**config.mk**
```make
export PLATFORM = sky130hd
export DESIGN_NAME = intermediate_stream_buffer
export DESIGN_NICKNAME = d
export VERILOG_FILES = /design/src/rtl/intermediate_stream_buffer.sv
export SDC_FILE = /design/constraint.sdc
export NUM_CORES = 1
export LEC_CHECK = 0
export CAP_MARGIN = 25
export CORE_MARGIN = 3
export CORE_UTILIZATION = 55
export CTS_BUF_LIST = sky130_fd_sc_hd__clkbuf_16
export DETAILED_ROUTE_END_ITERATION = 8
export GPL_TIMING_DRIVEN = 0
export PLACE_DENSITY_LB_ADDON = 0.08
export SKIP_LAST_GASP = 1
export SLEW_MARGIN = 20
export SYNTH_ARGS = -nofsm -noshare
export SYNTH_HDL_FRONTEND = slang
export SYNTH_SLANG_ARGS = --single-unit
```
**constraint.sdc**
```tcl
create_clock -name clk -period 13.5 [get_ports clk]
set_input_delay 2.025 -clock clk [delete_from_list [all_inputs] [get_ports clk]]
set_output_delay 2.025 -clock clk [all_outputs]
set_load 0.03 [all_outputs]
```
**src/rtl/intermediate_stream_buffer.sv**
```systemverilog
// Inter-layer buffer: captures whole layer vectors into a DEPTH-slot queue and
// streams them out one word per valid/ready transfer, with flush and backpressure.
module intermediate_stream_buffer #(
    parameter int NUM_NEURONS = 2,
    parameter int BIT_WIDTH   = 32,
    parameter int EXTRA_BITS  = 0,
    parameter int DEPTH       = 2,
    parameter bit MSB_FIRST   = 1'b0
) (
    input  logic                                            clk,
    input  logic                                            rst,
    input  logic [NUM_NEURONS*(BIT_WIDTH+EXTRA_BITS)-1:0]   layer_output,
    input  logic                                            inter_en,
    output logic                                            cap_ack,
    output logic                                            full,
    output logic [$clog2(DEPTH+1)-1:0]                      occupancy,
    input  logic                                            flush,
    input  logic                                            shift_ready,
    output logic                                            shift_valid,
    output logic [BIT_WIDTH+EXTRA_BITS-1:0]                 shift_res,
    output logic                                            last_word
);

    localparam int W  = BIT_WIDTH + EXTRA_BITS;
    localparam int AW = $clog2(DEPTH);
    localparam int CW = $clog2(DEPTH + 1);
    localparam int IW = (NUM_NEURONS > 1) ? $clog2(NUM_NEURONS) : 1;

    localparam logic [IW-1:0] LAST_IDX = IW'(NUM_NEURONS - 1);
    localparam logic [CW-1:0] FULL_CNT = CW'(DEPTH);

    logic [NUM_NEURONS*W-1:0] mem [DEPTH];
    logic [AW-1:0]            wp;
    logic [AW-1:0]            rp;
    logic [IW-1:0]            widx;
    logic [IW-1:0]            sel;
    logic [CW-1:0]            cnt;
    logic                     capture;
    logic                     xfer;
    logic                     final_xfer;

    assign full        = (cnt == FULL_CNT);
    assign occupancy   = cnt;
    assign shift_valid = (cnt != '0);
    assign last_word   = shift_valid && (widx == LAST_IDX);

    // full comes from registered cnt, so a same-cycle pop never makes room early
    assign capture    = inter_en && !full;
    assign xfer       = shift_valid && shift_ready;
    assign final_xfer = xfer && (widx == LAST_IDX);

    always_comb begin
        sel       = MSB_FIRST ? (LAST_IDX - widx) : widx;
        shift_res = '0;
        if (shift_valid) begin
            shift_res = mem[rp][int'(sel)*W +: W];
        end
    end

    // Storage is never cleared; empty slots are masked by cnt on the output side
    always_ff @(posedge clk) begin
        if (capture && !rst && !flush) begin
            mem[wp] <= layer_output;
        end
    end

    always_ff @(posedge clk) begin
        if (rst || flush) begin
            wp      <= '0;
            rp      <= '0;
            widx    <= '0;
            cnt     <= '0;
            cap_ack <= 1'b0;
        end else begin
            cap_ack <= capture;
            if (capture) begin
                wp <= wp + AW'(1);
            end
            if (xfer) begin
                if (widx == LAST_IDX) begin
                    widx <= '0;
                    rp   <= rp + AW'(1);
                end else begin
                    widx <= widx + IW'(1);
                end
            end
            case ({capture, final_xfer})
                2'b10:   cnt <= cnt + CW'(1);
                2'b01:   cnt <= cnt - CW'(1);
                default: cnt <= cnt;
            endcase
        end
    end

endmodule

```
==> impl_metrics.py, run 1 <==
metrics = {
    "run_status": {
        "outcome": "finished, final reports clean",
    },
    "worst_setup_path": {
        "startpoint_type": "register",
        "critical_path.slowest_cell": "clkdlybuf4s50_1",
        "timing.critical_path.max_delay_family": "buffers and inverters",
        "cp_num_buf_inv": 2,
        "critical-path-max-stage-delay_ns": 0.70,
        "worst-path-max-fanout": 10,
        "worstPathRequired_ns": 11.48,
        "crit_chain": "or2_0, clkbuf_1, and2_1, clkdlybuf4s50_1",
        "setup.worst_path.end_class": "output pin",
        "setup.worst_path.class": "register to output pin",
        "critical_path_arrival_ns": 2.51,
    },
    "final_layout": {
        "area_growth_syn_to_layout_pct": 36.3,
        "finalNonFillerCells": 500,
        "final_net_count": 449,
        "layout-drive-gt1-share_pct": 21.7,
        "n_antenna_cell": 0,
        "layout.core_utilization_pct": 78.7,
    },
    "routing": {
        "drt-pass1-iter-count": 4,
        "route.final.wire_length_microns": 9240,
        "residual_antenna_violating_net_count_after_detailed_routing": 0,
        "route.vias.total": 2680,
        "drc": 0,
        "dr.first_iter.drc_count": 145,
        "vias_per_cell": 5.36,
        "wire_per_inst_microns": 18.5,
    },
    "floorplanning": {
        "dieWidth_microns": 103,
        "die-area_sq_mm": 0.0106,
        "initial_utilization_pct": 57.7,
        "pin_count": 107,
        "std_cell_rows": 34,
        "core_area_sq_mm": 0.00893,
        "die_height_microns": 103,
    },
    "sta": {
        "grt_setup_unrepaired": "no",
        "min_period_ns": 4.54,
        "period_share_pct": 33.6,
        "finalSetupViolations": 0,
        "worst_slew_margin_rel_pct": 47.4,
        "timing.setup.tns_ns": 0,
        "finClkSkew_ns": 0.00702,
        "timing.final.ws_setup_ns": 8.96,
        "final_max_slew_viol_count": 0,
        "fmax_mhz": 220,
        "worst_slew_pin_slew_ns": 0.785,
        "timing_hold_violations_final": 0,
    },
    "power_and_ir_drop": {
        "peakVddDrop_mv": 0.0935,
        "power.leakage_uw": 0.00233,
        "power.density_cell_area_mw_per_mm2": 133,
    },
    "yosys": {
        "synthArstFlopShare_pct": 0,
        "post_synth_num_cell_types": 22,
        "ys_warnings": 0,
        "synth_sequential_area_ratio_pct": 77.3,
        "syn-mean-instance-area_sq_um": 21.6,
        "synth.net_count": 309,
        "syn_area_sq_mm": 0.00516,
        "ys_dominant_reg_cell": "edfxtp_1",
        "postSynthCellCount": 239,
        "synth_top_area_cell": "edfxtp_1",
        "synthMostInstantiatedCell": "edfxtp_1",
        "count_of_flip_flops_with_a_built_in_enable_after_synthesis": 128,
        "synth_top_area_share_pct": 74.5,
        "synth_commonest_cells": "128 x edfxtp_1, 33 x and2_1, 30 x mux4_2",
        "ys_seq_elements": 135,
        "post_synth_main_area_contributors": "edfxtp_1 75%, mux4_2 13%, and2_1 4.0%",
    },
    "placed_design": {
        "hpwl_microns": 6610,
        "place.gp.congestion": 0.724,
        "dpl.cell_count": 468,
        "pre_cts_slack_ns": 8.88,
        "numPortBuffers": 106,
    },
    "global_route": {
        "grt_antenna_before_repair": 0,
        "first_global_vias": 2888,
        "wire_length_of_the_first_global_routing_pass_microns": 14200,
        "globalRouteOverflowTotal": 0,
        "global_route_usage_over_all_layers_pct": 18.7,
        "pin_count_of_the_biggest_net_entering_global_routing": 17,
    },
    "clocking": {
        "tritoncts": "yes",
        "clk_pin_slew_worst_paths_ns": 0.06,
        "post-cts-setup-buffer-count": 0,
        "cts-root-buf": "clkbuf_16",
        "cts.repair.resized": 0,
        "cts-htree-levels": 4,
        "ctsHoldBuffers": 0,
        "ctsLongestPathBuffers": 2,
        "numCtsBuffers": 17,
        "number_of_sinks_handled_by_clock_tree_synthesis": 135,
        "clk_latency_ns": 0.40,
    },
    "worst_hold_path": {
        "timing.hold.worst.class": "register to register",
    },
    "job": {
        "cap_violations": 0,
    },
}
[metrics by stage]
step                      instance area, sq um  hold WS (ns)  total power (uW)
after detailed placement                  6490         0.512               538
after global placement                    6350         0.482               536
final                                     7030         0.513               932
after global routing                      7030         0.563               963
after CTS                                 7030         0.514               940
after floorplan                           5160         0.472               501
[worst min-delay path: stages, from the launching register on]
cell and delay [ns]:
dfxtp_1 0.33, xor2_1 0.08, nor2_1 0.08
[registers in the layout, summed over array words and instances, names as in the netlist, named ones only]
| name | count |
|---|---|
| sel | 1 |
| wp | 1 |
| rp | 1 |
| occupancy | 2 |
| mem | 128 |
| cap_ack | 1 |
[report_power, final]
group / internal [uW] / switching (uW) / total, uW
logic: 33.2 / 26.3 / 59.5
clock network: 235 / 169 / 403
registers: 467 / 2.19 / 469
[area by class of cell]
type                    instances  area [sq um]
plain buffers                  12          80.1
clock buffers                  17           425
clock inverters                15           109
fillers                       512          1910
inverters                       3          11.3
multi-input cells              89          1090
flip-flops and latches        135          3980
well taps                     108           135
repair buffers                121          1190
[cells in the final DEF, fill, tap and decap left out, types with 2 or more instances in the layout]
| cell type | netlist | final |
|---|---|---|
| edfxtp_1 | 128 | 128 |
| clkdlybuf4s50_1 | 0 | 106 |
| and2_1 | 33 | 33 |
| mux4_2 | 30 | 30 |
| clkbuf_16 | 0 | 17 |
| buf_4 | 0 | 10 |
| buf_6 | 4 | 9 |
| dfxtp_1 | 7 | 7 |
| clkinvlp_4 | 0 | 6 |
| inv_1 | 3 | 5 |
| nor2_1 | 5 | 5 |
| buf_2 | 4 | 4 |
| clkbuf_1 | 4 | 4 |
| xor2_1 | 3 | 3 |
| o21ai_0 | 3 | 3 |
| inv_6 | 0 | 3 |
| clkinv_4 | 0 | 3 |
| mux4_1 | 2 | 2 |
| nor3_2 | 0 | 2 |
| or3_1 | 2 | 2 |
| a21oi_1 | 2 | 2 |
[per-layer routing]
layer | GRT usage, % | wire, microns | part of all wire, %
met1 | 23.1 | 3820 | 41
met2 | 31.7 | 4830 | 52
met3 | 5.82 | 516 | 5.6
met4 | 5.98 | 77 | 0.83
met5 | 0 | 0 | 0
[kinds of logic (layout without fill, tap and decap cells)]
family	Yosys count	count (layout)	synth area share [%]
AO/OA/AOI/OAI	6	6	0.631
multiplexers	32	32	14.1
XOR/XNOR	4	4	0.680
adder cells (fa/ha/maj)	1	1	0.243
buffers and inverters	15	168	1.77
flip-flops	135	135	77.3
AND/OR/NAND/NOR	46	46	5.29
[final timing paths]
path                        startpoint              endpoint  slack (ns)  cells past startpoint
max          occupancy[0]$_SDFFE_PP0P_         shift_res[21]        8.96                      4
min                    rp$_SDFFE_PP0P_       rp$_SDFFE_PP0P_        0.51                      2
max reg2reg  occupancy[0]$_SDFFE_PP0P_  mem[0][15]$_DFFE_PP_       11.09                      6
min reg2reg            rp$_SDFFE_PP0P_       rp$_SDFFE_PP0P_        0.51                      2
(Power assumes the default switching activity.)
==> run 2, diff against run 1 <==
- CORE_UTILIZATION: 55 -> 51
- clock period: 13.5 -> 4.5 ns (I/O delays scaled with it)
==> impl_metrics.py, run 2 (same netlist as run 1, synthesis figures left out) <==
metrics = {
    "worst_setup_path": {
        "critical_path.slowest_cell": "clkdlybuf4s50_1",
        "critical-path-max-stage-delay_ns": 0.68,
        "setup.worst_path.end_class": "output pin",
        "crit_chain": "or2_0, clkbuf_1, and2_1, clkdlybuf4s50_1",
        "startpoint_type": "register",
        "worstPathRequired_ns": 3.83,
        "critical_path_arrival_ns": 2.56,
        "worst-path-max-fanout": 10,
        "setup.worst_path.class": "register to output pin",
        "reg2reg_setup_slack_ns": 2.16,
    },
    "final_layout": {
        "registers.top_by_ff_count": "mem",
        "layout.core_utilization_pct": 71.9,
        "layout-drive-gt1-share_pct": 21.4,
        "n_antenna_cell": 0,
        "finalNonFillerCells": 526,
        "area_growth_syn_to_layout_pct": 36.9,
        "layout_common_cells": "128 x edfxtp_1, 106 x clkdlybuf4s50_1, 33 x and2_1",
        "leading_cell_type_in_the_layout_fill_and_taps_excluded": "edfxtp_1",
        "final_net_count": 450,
        "largest_register_ff_count": 128,
    },
    "sta": {
        "final_max_slew_viol_count": 0,
        "grt_setup_unrepaired": "no",
        "min_period_ns": 3.23,
        "worst_slew_margin_rel_pct": 62.8,
        "period_share_pct": 71.8,
        "timing_hold_violations_final": 0,
        "worst_slew_pin_slew_ns": 0.555,
        "finClkSkew_ns": 0.00547,
        "finalSetupViolations": 0,
        "fmax_mhz": 309,
    },
    "global_route": {
        "grt_antenna_before_repair": 0,
        "globalRouteOverflowTotal": 0,
        "global_route_usage_over_all_layers_pct": 18.1,
        "first_global_vias": 2862,
        "wire_length_of_the_first_global_routing_pass_microns": 15100,
        "pin_count_of_the_biggest_net_entering_global_routing": 17,
    },
    "worst_hold_path": {
        "timing.hold.worst.class": "register to register",
    },
    "routing": {
        "vias_per_cell": 5.11,
        "residual_antenna_violating_net_count_after_detailed_routing": 0,
        "drc": 0,
        "dr.first_iter.drc_count": 111,
        "drt-pass1-iter-count": 4,
        "route.vias.total": 2690,
        "route.final.wire_length_microns": 9450,
        "wire_per_inst_microns": 18.0,
    },
    "floorplanning": {
        "die_height_microns": 107,
        "core_area_sq_mm": 0.00982,
        "dieWidth_microns": 107,
        "pin_count": 107,
        "die-area_sq_mm": 0.0114,
        "std_cell_rows": 36,
        "initial_utilization_pct": 52.5,
    },
    "run_status": {
        "outcome": "finished, final reports clean",
    },
    "clocking": {
        "post-cts-setup-buffer-count": 0,
        "cts-htree-levels": 4,
        "ctsLongestPathBuffers": 2,
        "cts.repair.resized": 0,
        "cts-root-buf": "clkbuf_16",
        "numCtsBuffers": 17,
        "clk_pin_slew_worst_paths_ns": 0.05,
        "number_of_sinks_handled_by_clock_tree_synthesis": 135,
        "clk_latency_ns": 0.40,
        "ctsHoldBuffers": 0,
        "tritoncts": "yes",
    },
    "job": {
        "cap_violations": 0,
    },
    "placed_design": {
        "hpwl_microns": 6450,
        "numPortBuffers": 106,
        "place.gp.congestion": 0.664,
        "dpl.cell_count": 494,
    },
    "power_and_ir_drop": {
        "power.density_cell_area_mw_per_mm2": 397,
        "power.leakage_uw": 0.00236,
        "peakVddDrop_mv": 0.307,
    },
}
[run 2: routing by layer]
metal | part of all wire, % | routed length (microns) | global-route usage, %
met2 | 52 | 4930 | 29.9
met4 | 0.86 | 81 | 6.58
met5 | 0 | 0 | 0
met1 | 40 | 3810 | 22.7
met3 | 6.6 | 625 | 5.71
[run 2: worst max-delay path, delay by kind of cell (launching register included)]
kind | cells | cell delay (ns)
simple gates | 2 | 0.59
buf+inv | 2 | 1.09
flops | 1 | 0.47
[run 2: path summary, 6_finish.rpt]
check,start,end,cells past startpoint
hold / removal,rp$_SDFFE_PP0P_,rp$_SDFFE_PP0P_,2
setup / recovery,occupancy[0]$_SDFFE_PP0P_,shift_res[20],4
hold reg to reg,rp$_SDFFE_PP0P_,rp$_SDFFE_PP0P_,2
setup reg to reg,occupancy[0]$_SDFFE_PP0P_,mem[0][52]$_DFFE_PP_,7
[run 2: cell type report]
cell class | count | area, sq um
clock buffers | 17 | 425
flip-flops and latches | 135 | 3980
multi-input cells | 89 | 1090
fillers | 681 | 2760
plain buffers | 12 | 80.1
well taps | 133 | 166
inverters | 3 | 11.3
clock inverters | 15 | 101
repair buffers | 122 | 1200
[run 2: report_power, final]
group | leakage, uW | switching (uW) | internal (uW)
combinational | 0.000870 | 78.7 | 100
sequential | 0.00122 | 6.38 | 1400
clock | 0.000270 | 477 | 741
[run 2: stage by stage]
step	area, sq um	total power [uW]	setup WS, ns	hold WS [ns]	setup TNS (ns)
floorplan	5160	1500	-1.64	0.472	-209.50
global placement	6380	1610	-4.55	0.483	-570.40
detailed placement	6530	1610	1.29	0.500	0
CTS	7060	2830	1.14	0.523	0
global route	7060	2900	1.07	0.552	0
finish	7060	2800	1.27	0.514	0
